==> src/rtl/hier_node_pkg.sv <==
// Shared types and helpers for the hierarchical fan-out node.
package hier_node_pkg;

  typedef enum logic [1:0] {
    ST_IDLE,
    ST_BCAST,
    ST_COLLECT,
    ST_RESP
  } hier_node_state_e;

  localparam int DEFAULT_CNT_W = 16;

  // True when the low `width` bits of `mask` are all set; callers zero-extend to 64.
  function automatic logic all_ones(input logic [63:0] mask, input int width);
    logic r_all;
    r_all = 1'b1;
    for (int i = 0; i < 64; i++) begin
      if (i < width && !mask[i]) r_all = 1'b0;
    end
    return r_all;
  endfunction

endpackage

==> src/rtl/hier_node_timer.sv <==
// Transaction watchdog: clearable up-counter flagging the last allowed cycle.
module hier_node_timer #(
  parameter int TIMEOUT = 255
) (
  input  logic clk,
  input  logic rst,
  input  logic i_clr,
  input  logic i_en,
  output logic o_tc
);

  generate
    if (TIMEOUT > 0) begin : g_timer
      localparam int TW = $clog2(TIMEOUT + 1);
      logic [TW-1:0] r_count;

      // NOTE: sequential state uses non-blocking assignments so every register samples pre-edge values.
      always_ff @(posedge clk or posedge rst) begin
        if (rst) begin
          r_count <= '0;
        end else if (i_clr) begin
          r_count <= '0;
        end else if (i_en) begin
          r_count <= r_count + TW'(1);
        end
      end

      // Fires in the cycle whose increment would make the count reach TIMEOUT.
      assign o_tc = i_en && (r_count == TW'(TIMEOUT - 1));
    end else begin : g_tie
      logic w_unused;
      assign w_unused = ^{clk, rst, i_clr, i_en};
      assign o_tc     = 1'b0;
    end
  endgenerate

endmodule

==> src/rtl/hier_fanout_node.sv <==
// Tree node: broadcasts one parent command to its children, gathers their
// completions and answers the parent with a single done/error pulse.
module hier_fanout_node
  import hier_node_pkg::*;
#(
  parameter int NUM_CHILDREN = 15,
  parameter int DATA_W       = 32,
  parameter int TIMEOUT      = 255,
  parameter int CNT_W        = DEFAULT_CNT_W
) (
  input  logic                    clk,
  input  logic                    rst,
  input  logic                    up_valid,
  output logic                    up_ready,
  input  logic [DATA_W-1:0]       up_data,
  input  logic [NUM_CHILDREN-1:0] child_en,
  output logic [NUM_CHILDREN-1:0] dn_valid,
  input  logic [NUM_CHILDREN-1:0] dn_ready,
  output logic [DATA_W-1:0]       dn_data,
  input  logic [NUM_CHILDREN-1:0] ch_done,
  output logic                    up_done,
  output logic                    up_err,
  output logic [NUM_CHILDREN-1:0] up_err_mask,
  output logic [CNT_W-1:0]        txn_count
);

  hier_node_state_e          r_state;
  logic [DATA_W-1:0]         r_dn_data;
  logic [NUM_CHILDREN-1:0]   r_acc;
  logic [NUM_CHILDREN-1:0]   r_done;
  logic                      r_up_done;
  logic                      r_up_err;
  logic [NUM_CHILDREN-1:0]   r_up_err_mask;
  logic [CNT_W-1:0]          r_txn_count;

  logic [NUM_CHILDREN-1:0]   w_dn_valid;
  logic [NUM_CHILDREN-1:0]   w_acc_next;
  logic [NUM_CHILDREN-1:0]   w_done_next;
  logic                      w_acc_full;
  logic                      w_done_full;
  logic                      w_accept;
  logic                      w_timer_en;
  logic                      w_tc;

  // Valid comes only from registered state and mask, never from dn_ready.
  assign w_dn_valid  = (r_state == ST_BCAST) ? ~r_acc : '0;
  assign w_acc_next  = r_acc | (w_dn_valid & dn_ready);
  // A completion counts only from a child whose command was accepted earlier.
  assign w_done_next = r_done | (ch_done & r_acc);
  assign w_acc_full  = all_ones(64'(w_acc_next), NUM_CHILDREN);
  assign w_done_full = all_ones(64'(w_done_next), NUM_CHILDREN);
  assign w_accept    = (r_state == ST_IDLE) && up_valid;
  assign w_timer_en  = (r_state == ST_BCAST) || (r_state == ST_COLLECT);

  hier_node_timer #(
    .TIMEOUT(TIMEOUT)
  ) u_timer (
    .clk  (clk),
    .rst  (rst),
    .i_clr(w_accept),
    .i_en (w_timer_en),
    .o_tc (w_tc)
  );

  always_ff @(posedge clk or posedge rst) begin
    if (rst) begin
      r_state       <= ST_IDLE;
      r_dn_data     <= '0;
      r_acc         <= '0;
      r_done        <= '0;
      r_up_done     <= 1'b0;
      r_up_err      <= 1'b0;
      r_up_err_mask <= '0;
      r_txn_count   <= '0;
    end else begin
      r_up_done <= 1'b0;
      case (r_state)
        ST_IDLE: begin
          if (up_valid) begin
            r_dn_data <= up_data;
            r_acc     <= ~child_en;
            r_done    <= ~child_en;
            r_state   <= ST_BCAST;
          end
        end
        ST_BCAST: begin
          r_acc  <= w_acc_next;
          r_done <= w_done_next;
          if (w_acc_full && w_done_full) begin
            r_state <= ST_COLLECT;
          end else if (w_tc) begin
            r_state       <= ST_RESP;
            r_up_done     <= 1'b1;
            r_up_err      <= 1'b1;
            r_up_err_mask <= ~w_done_next;
          end else if (w_acc_full) begin
            r_state <= ST_COLLECT;
          end
        end
        ST_COLLECT: begin
          r_done <= w_done_next;
          if (w_done_full) begin
            r_state       <= ST_RESP;
            r_up_done     <= 1'b1;
            r_up_err      <= 1'b0;
            r_up_err_mask <= '0;
          end else if (w_tc) begin
            r_state       <= ST_RESP;
            r_up_done     <= 1'b1;
            r_up_err      <= 1'b1;
            r_up_err_mask <= ~w_done_next;
          end
        end
        ST_RESP: begin
          r_state       <= ST_IDLE;
          r_up_err      <= 1'b0;
          r_up_err_mask <= '0;
          r_txn_count   <= r_txn_count + CNT_W'(1);
        end
        default: r_state <= ST_IDLE;
      endcase
    end
  end

  assign up_ready    = (r_state == ST_IDLE);
  assign dn_valid    = w_dn_valid;
  assign dn_data     = r_dn_data;
  assign up_done     = r_up_done;
  assign up_err      = r_up_err;
  assign up_err_mask = r_up_err_mask;
  assign txn_count   = r_txn_count;

endmodule

==> config.mk <==
export PLATFORM = sky130hd
export DESIGN_NAME = hier_fanout_node
export DESIGN_NICKNAME = d
export VERILOG_FILES = /design/src/rtl/hier_node_pkg.sv /design/src/rtl/hier_node_timer.sv /design/src/rtl/hier_fanout_node.sv
export SDC_FILE = /design/constraint.sdc
export NUM_CORES = 1
export LEC_CHECK = 0
export CORE_ASPECT_RATIO = 1.1
export CORE_MARGIN = 4
export CORE_UTILIZATION = 42
export DETAILED_ROUTE_END_ITERATION = 16
export GPL_ROUTABILITY_DRIVEN = 0
export PLACE_DENSITY = 0.77
export SYNTH_ARGS = -nofsm -noshare
export SYNTH_HDL_FRONTEND = slang
export SYNTH_SLANG_ARGS = --single-unit
==> constraint.sdc <==
create_clock -name clk -period 3.2 [get_ports clk]
set_input_delay 0.64 -clock clk [delete_from_list [all_inputs] [get_ports clk]]
set_output_delay 0.64 -clock clk [all_outputs]
set_load 0.05 [all_outputs]
* Word level (Yosys, flattened, before mapping)
Index checks and enable logic that the tools add are counted.
Storage, ports and cells: bits in registers 105, input port bits 80, output and inout port bits 81, logic and storage cells 96
Cells by class: $add $sub $neg 2, equality and inequality tests 8, multiplexer cells 55, bitwise logic cells 7, reductions and logical operators 15
Operator list (number):
- $mux 15 | 5
- $pmux 15 s2 | 2
- $not 15->15 | 3
- $pmux 15 s3 | 1
- $mux 1 | 36
- $and 15x15->15 | 2
- $or 15x15->15 | 2
- $add 16x1->16 const B | 1
- $mux 8 | 2
- $mux 2 | 6
- $add 8x1->8 const B | 1
- $eq 8x8->1 const B | 1
- $pmux 2 s4 | 1
- $reduce_and 2->1 | 4
- $reduce_bool 2->1 | 3
- $eq 2x2->1 const B | 2
- $ne 2x2->1 const B | 2
- $ne 4x2->1 const B | 1
- $logic_and 1x1->1 | 3
- $ne 3x2->1 const B | 1
- $pmux 1 s3 | 1
- $reduce_and 3->1 | 1
- $reduce_bool 3->1 | 1
- $eq 2x1->1 const B | 1
- other kinds (4) | 4

* Logic depth before layout (Yosys ltp)
depth in word-level cells 23, depth in mapped cells 11, mapped depth without buffers 8

* By module
Synthesis repeated with hierarchy kept, for this count alone.
Second synthesis, totals: cells, all modules 506, area total of the unflattened synthesis 4952.2 µm²
By module, submodules not included:
- hier_fanout_node | instances 1, cells an instance 464, area an instance 4533.1 µm², sequential area each 2427.3 µm²
- hier_node_timer | instances 1, cells an instance 42, area an instance 419.2 µm², sequential area each 200.2 µm²

* Worst setup path before layout
OpenSTA, ideal clock, no wires.
path kind flip-flop to output port, start register r_state[1], end output dn_valid[10], data arrival time 2.058 ns, required time 2.560 ns, path slack 0.502 ns, stages on the path, launching flop included 8, path buffers 3, cells stage by stage dfrtp_1 -> inv_1 -> ha_1 -> buf_2 -> buf_2 -> clkinv_1 -> clkbuf_1 -> nor2_1
Between the ends: longest elaborated chain between the ends 2
RTL lines:
- from (decl) | line hier_fanout_node.sv:27 | hier_node_state_e r_state;
- from (signal assigned) | line hier_fanout_node.sv:67 | r_state <= ST_IDLE;
- from (signal assigned) | line hier_fanout_node.sv:83 | r_state <= ST_BCAST;
- from (signal assigned) | line hier_fanout_node.sv:90 | r_state <= ST_COLLECT;
- $eq 2x1->1 | line hier_fanout_node.sv:46 | assign w_dn_valid = (r_state == ST_BCAST) ? ~r_acc : '0;
- $mux 15 | line hier_fanout_node.sv:46
- to (decl) | line hier_fanout_node.sv:17 | output logic [NUM_CHILDREN-1:0] dn_valid,
No other way between the ends.

* Final worst setup path
start register r_state[1], end output dn_valid[12]
The elaborated chain is that of the path after synthesis.

==> summary.md <==
| Metric | Value |
|---|---|
| Core ar. | 11400 um^2 |
| DR iter-0 viols | 366 |
| Worst slew pin tran | 0.562 ns |
| Finished Layout Cells | 766 |
| Layout cells sized above 1 | 17.2% |
| Library cells used by synthesis | 35 |
| Vias in the first global route | 4208 |
| Final Total Pwr | 6.91 mW |
| Crit path max fanout | 21 |
| CTS buffer count | 9 |
| Final setup vio count | 0 |
| Clock Latency Late Sink | 0.34 ns |
| Run status | complete, no violations |
| Clk pwr share | 15.6% |
| GR Overflow Total | 0 |
| Simple-gate share of the synthesized area | 11.7% |
| Cells after synthesis | 453 |
| Largest net degree at the start of global routing | 82 |
| Post-synthesis adder-cell area fraction | 1.80% |
| Initial antenna violation count | 0 |
| Hold Fails Final Rpt | 0 |
| Synth Area in Compound Gates | 14.5% |
| Synth Area per Inst | 10.8 um^2 |
| Ys flop type | dfrtp_1 |
| Worst r2r path cells | 9 |
| DP Area | 6840 um^2 |
| Rows | 41 |
| Global-route wire length before repair | 22.1 mm |
| Clock root cell | clkbuf_16 |
| Ant diodes | 0 |
| Fmax | 354 MHz |
| Switch Pwr | 3.06 mW |
| Seq/Total Area, Yosys | 53.9% |
| TritonCTS clock tree | built |
| Max Transition Viols Final | 0 |
| Int Power | 3.85 mW |
| EDFF count, synth | 0 |
| DR vias/cell | 5.37 |
| Die width | 111 um |
| Synth Net Count | 540 |
| HP Start | txn_count[15]$_DFFE_PP0P_ |
| Pre-antenna DRT Iters | 7 |
| Critical Path RT | 2.56 ns |
| Final Cell Area | 7130 um^2 |
| Largest stage delay, worst path | 0.42 ns |
| Worst r2r src | r_state[1]$_DFFE_PP0P_ |
| Setup ws final | 0.374 ns |
| Max Cap Viol | 0 |
| CP delay by family, top | buffers and inverters |
| Dpl cells | 752 |
| CTS resizes | 0 |
| Setup TNS | 0 ns |
| CTS clk-pin slew, worst paths | 0.07 ns |
| Setup WS pre-CTS | 0.212 ns |
| Hpwl dp | 10.3 mm |
| Clock Tree Buf Depth | 2 |
| Clock skew | 0.00542 ns |
| Critical Path Start Type | flip-flop |
| # port buffers | 160 |
| WL/cell | 17.9 um |
| TritonCTS Sinks | 105 |
| Cells on Worst Hold Path | 1 |
| ANT nets after route | 0 |
| Power Density | 970 nW/um^2 |
| Most frequent cells in the layout | clkdlybuf4s50_1 (145), dfrtp_1 (105), a21oi_1 (60), mux2_2 (49), nand2_1 (40) |
| Slowest stage cell, crit path | dfrtp_1 |
| Largest family of logic cells by synthesized area | compound AO/OA/AOI/OAI gates |
| GR Util All Layers | 20.7% |
| Gate power share | 53.6% |
| RSZ-0062 raised after global routing | no |
| CTS Hold Bufs | 0 |
| Number of synthesized register bits | 105 |
| VDD IR max | 0.658 mV |
| Period utilization | 88.3% |
| Fillers | 946 |
| Ys async rst share | 100% |
| Yosys warns | 0 |
| CP endpoint kind | output port |
| Mux contribution to synthesized area | 11.3% |
| Post-CTS Setup Bufs | 0 |
| Die area | 13400 um^2 |
| Cell accounting for the most synthesized area | dfrtp_1 |
| Synth top area share | 53.9% |
| Max-slew headroom | 62.4% |
| CTS H-tree depth | 3 |
| Min Tclk post-route | 2.83 ns |
| Num ports | 161 |
| Crit path DAT | 2.19 ns |
| Area grow syn2layout | 46.1% |
| Sw Share | 44.3% |
| Hold Path Class | reg -> reg |
| Synth Area in XOR/XNOR | 3.77% |
| Flop pwr share | 30.9% |
| RR Endpoint | up_err_mask[10]$_DFFE_PP0P_ |
| Vias | 4114 |
| DRC Markers | 0 |
| Nets | 700 |
| Commonest non-fill, non-tap cell in the layout | clkdlybuf4s50_1 |
| Cells along the critical path | inv_1 > ha_1 > buf_4 > clkinvlp_4 > nor2_1 > buf_12 |
| Critical path class | reg -> out |
| Hold EP | txn_count[15]$_DFFE_PP0P_ |
| Area contributors post-synth | dfrtp_1 (54%), mux2_2 (11%), a21oi_1 (6.3%) |
| Total wire length | 13.7 mm |
| Die height | 121 um |
| Pleak | 2.92 nW |
| R2R setup slack | 0.43 ns |
| Worst path bufs/invs | 4 |
| Initial Util | 42.6% |
| Post-Syn Area | 4880 um^2 |
[Yosys cell counts (2+ instances only)]
cell        n
clkbuf_1   18
a31oi_1     2
xor2_1      8
buf_2       3
nor4_1      6
mux2_2     49
o21a_1      2
nand3_1     6
inv_1       7
nand2b_1   15
ha_1        7
nand2_1    40
a21oi_1    61
xnor2_1    13
nor3_1      6
dfrtp_1   105
a21oi_2     2
a22o_2      5
buf_6       3
nor2_1     28
o21ai_0    35
nand4_1    10
a22o_1     10
[kinds of logic after synthesis]
family | after synthesis
xor gates and xnor gates | 21
and+or+nand+nor | 117
AOI/OAI and AO/OA | 122
adders and majority gates | 7
DFF | 105
muxes | 49
buffers and inverters | 32
[worst max-delay path by stage]
stage	slack (ns)	to	cells past startpoint	startpoint
after floorplan	0.50	dn_valid[10]	7	r_state[1]$_DFFE_PP0P_
after global placement	0.20	up_err_mask[13]$_DFFE_PP0P_	7	ch_done[0]
after detailed placement	0.21	up_err_mask[11]$_DFFE_PP0P_	7	ch_done[13]
final	0.37	dn_valid[12]	6	r_state[1]$_DFFE_PP0P_
after CTS	0.13	dn_valid[12]	6	r_state[1]$_DFFE_PP0P_
after global routing	0.22	dn_valid[3]	6	r_state[1]$_DFFE_PP0P_
[power by group through the flow]
| stage | Clock [mW] | Combinational, mW | Sequential (mW) |
|---|---|---|---|
| 6_report | 1.08 | 3.70 | 2.13 |
| 5_1_grt | 1.16 | 3.97 | 2.20 |
| 4_1_cts | 1.11 | 3.71 | 2.13 |
| 3_5_place_dp | 0 | 3.69 | 2.15 |
| 3_3_place_gp | 0 | 3.62 | 2.12 |
| 2_1_floorplan | 0 | 1.68 | 2.92 |
[per-layer routing]
metal / wire [um] / vias up / GRT usage, % / share of wire [%]
li1: - / 1915 / - / -
met2: 6600 / 179 / 32.9 / 48
met4: 320 / 0 / 7.93 / 2.3
met1: 5600 / 1999 / 26.9 / 41
met5: 0 / - / 0 / 0
met3: 1170 / 21 / 5.94 / 8.5
[per-stage QoR]
stage / util [%] / hold WS (ns)
finish: 62.3 / 0.477
global route: 62.3 / 0.507
CTS: 62.3 / 0.475
detailed placement: 59.8 / 0.466
global placement: 59.8 / 0.461
floorplan: - / 0.451
[worst reg2reg max path: stages (launching register included)]
cell     delay, ns
dfrtp_1       0.42
inv_1         0.10
ha_1          0.17
buf_4         0.27
a21oi_1       0.11
nor4_1        0.36
nand4_1       0.31
nor3_4        0.27
a211o_1       0.47
a22o_2        0.23
[final cells by class]
cell class / count / area [um^2] / share of cell area (%)
Tap cell: 150 / 188 / 2.63
Clock buffer: 11 / 243 / 3.41
Multi-Input combinational cell: 316 / 2110 / 29.7
Sequential cell: 105 / 2630 / 36.9
Timing Repair Buffer: 173 / 1870 / 26.3
Clock inverter: 3 / 42.5 / 0.597
Inverter: 8 / 37.5 / 0.527
[registers in the layout, indices dropped and copies added (netlist names)]
register                 flops
dn_data                     32
txn_count                   16
r_acc                       15
r_done                      15
up_err_mask                 15
u_timer.g_timer.r_count      8
r_state                      2
up_done                      1
up_err                       1
Note: power is estimated with default switching activity, not from simulation.
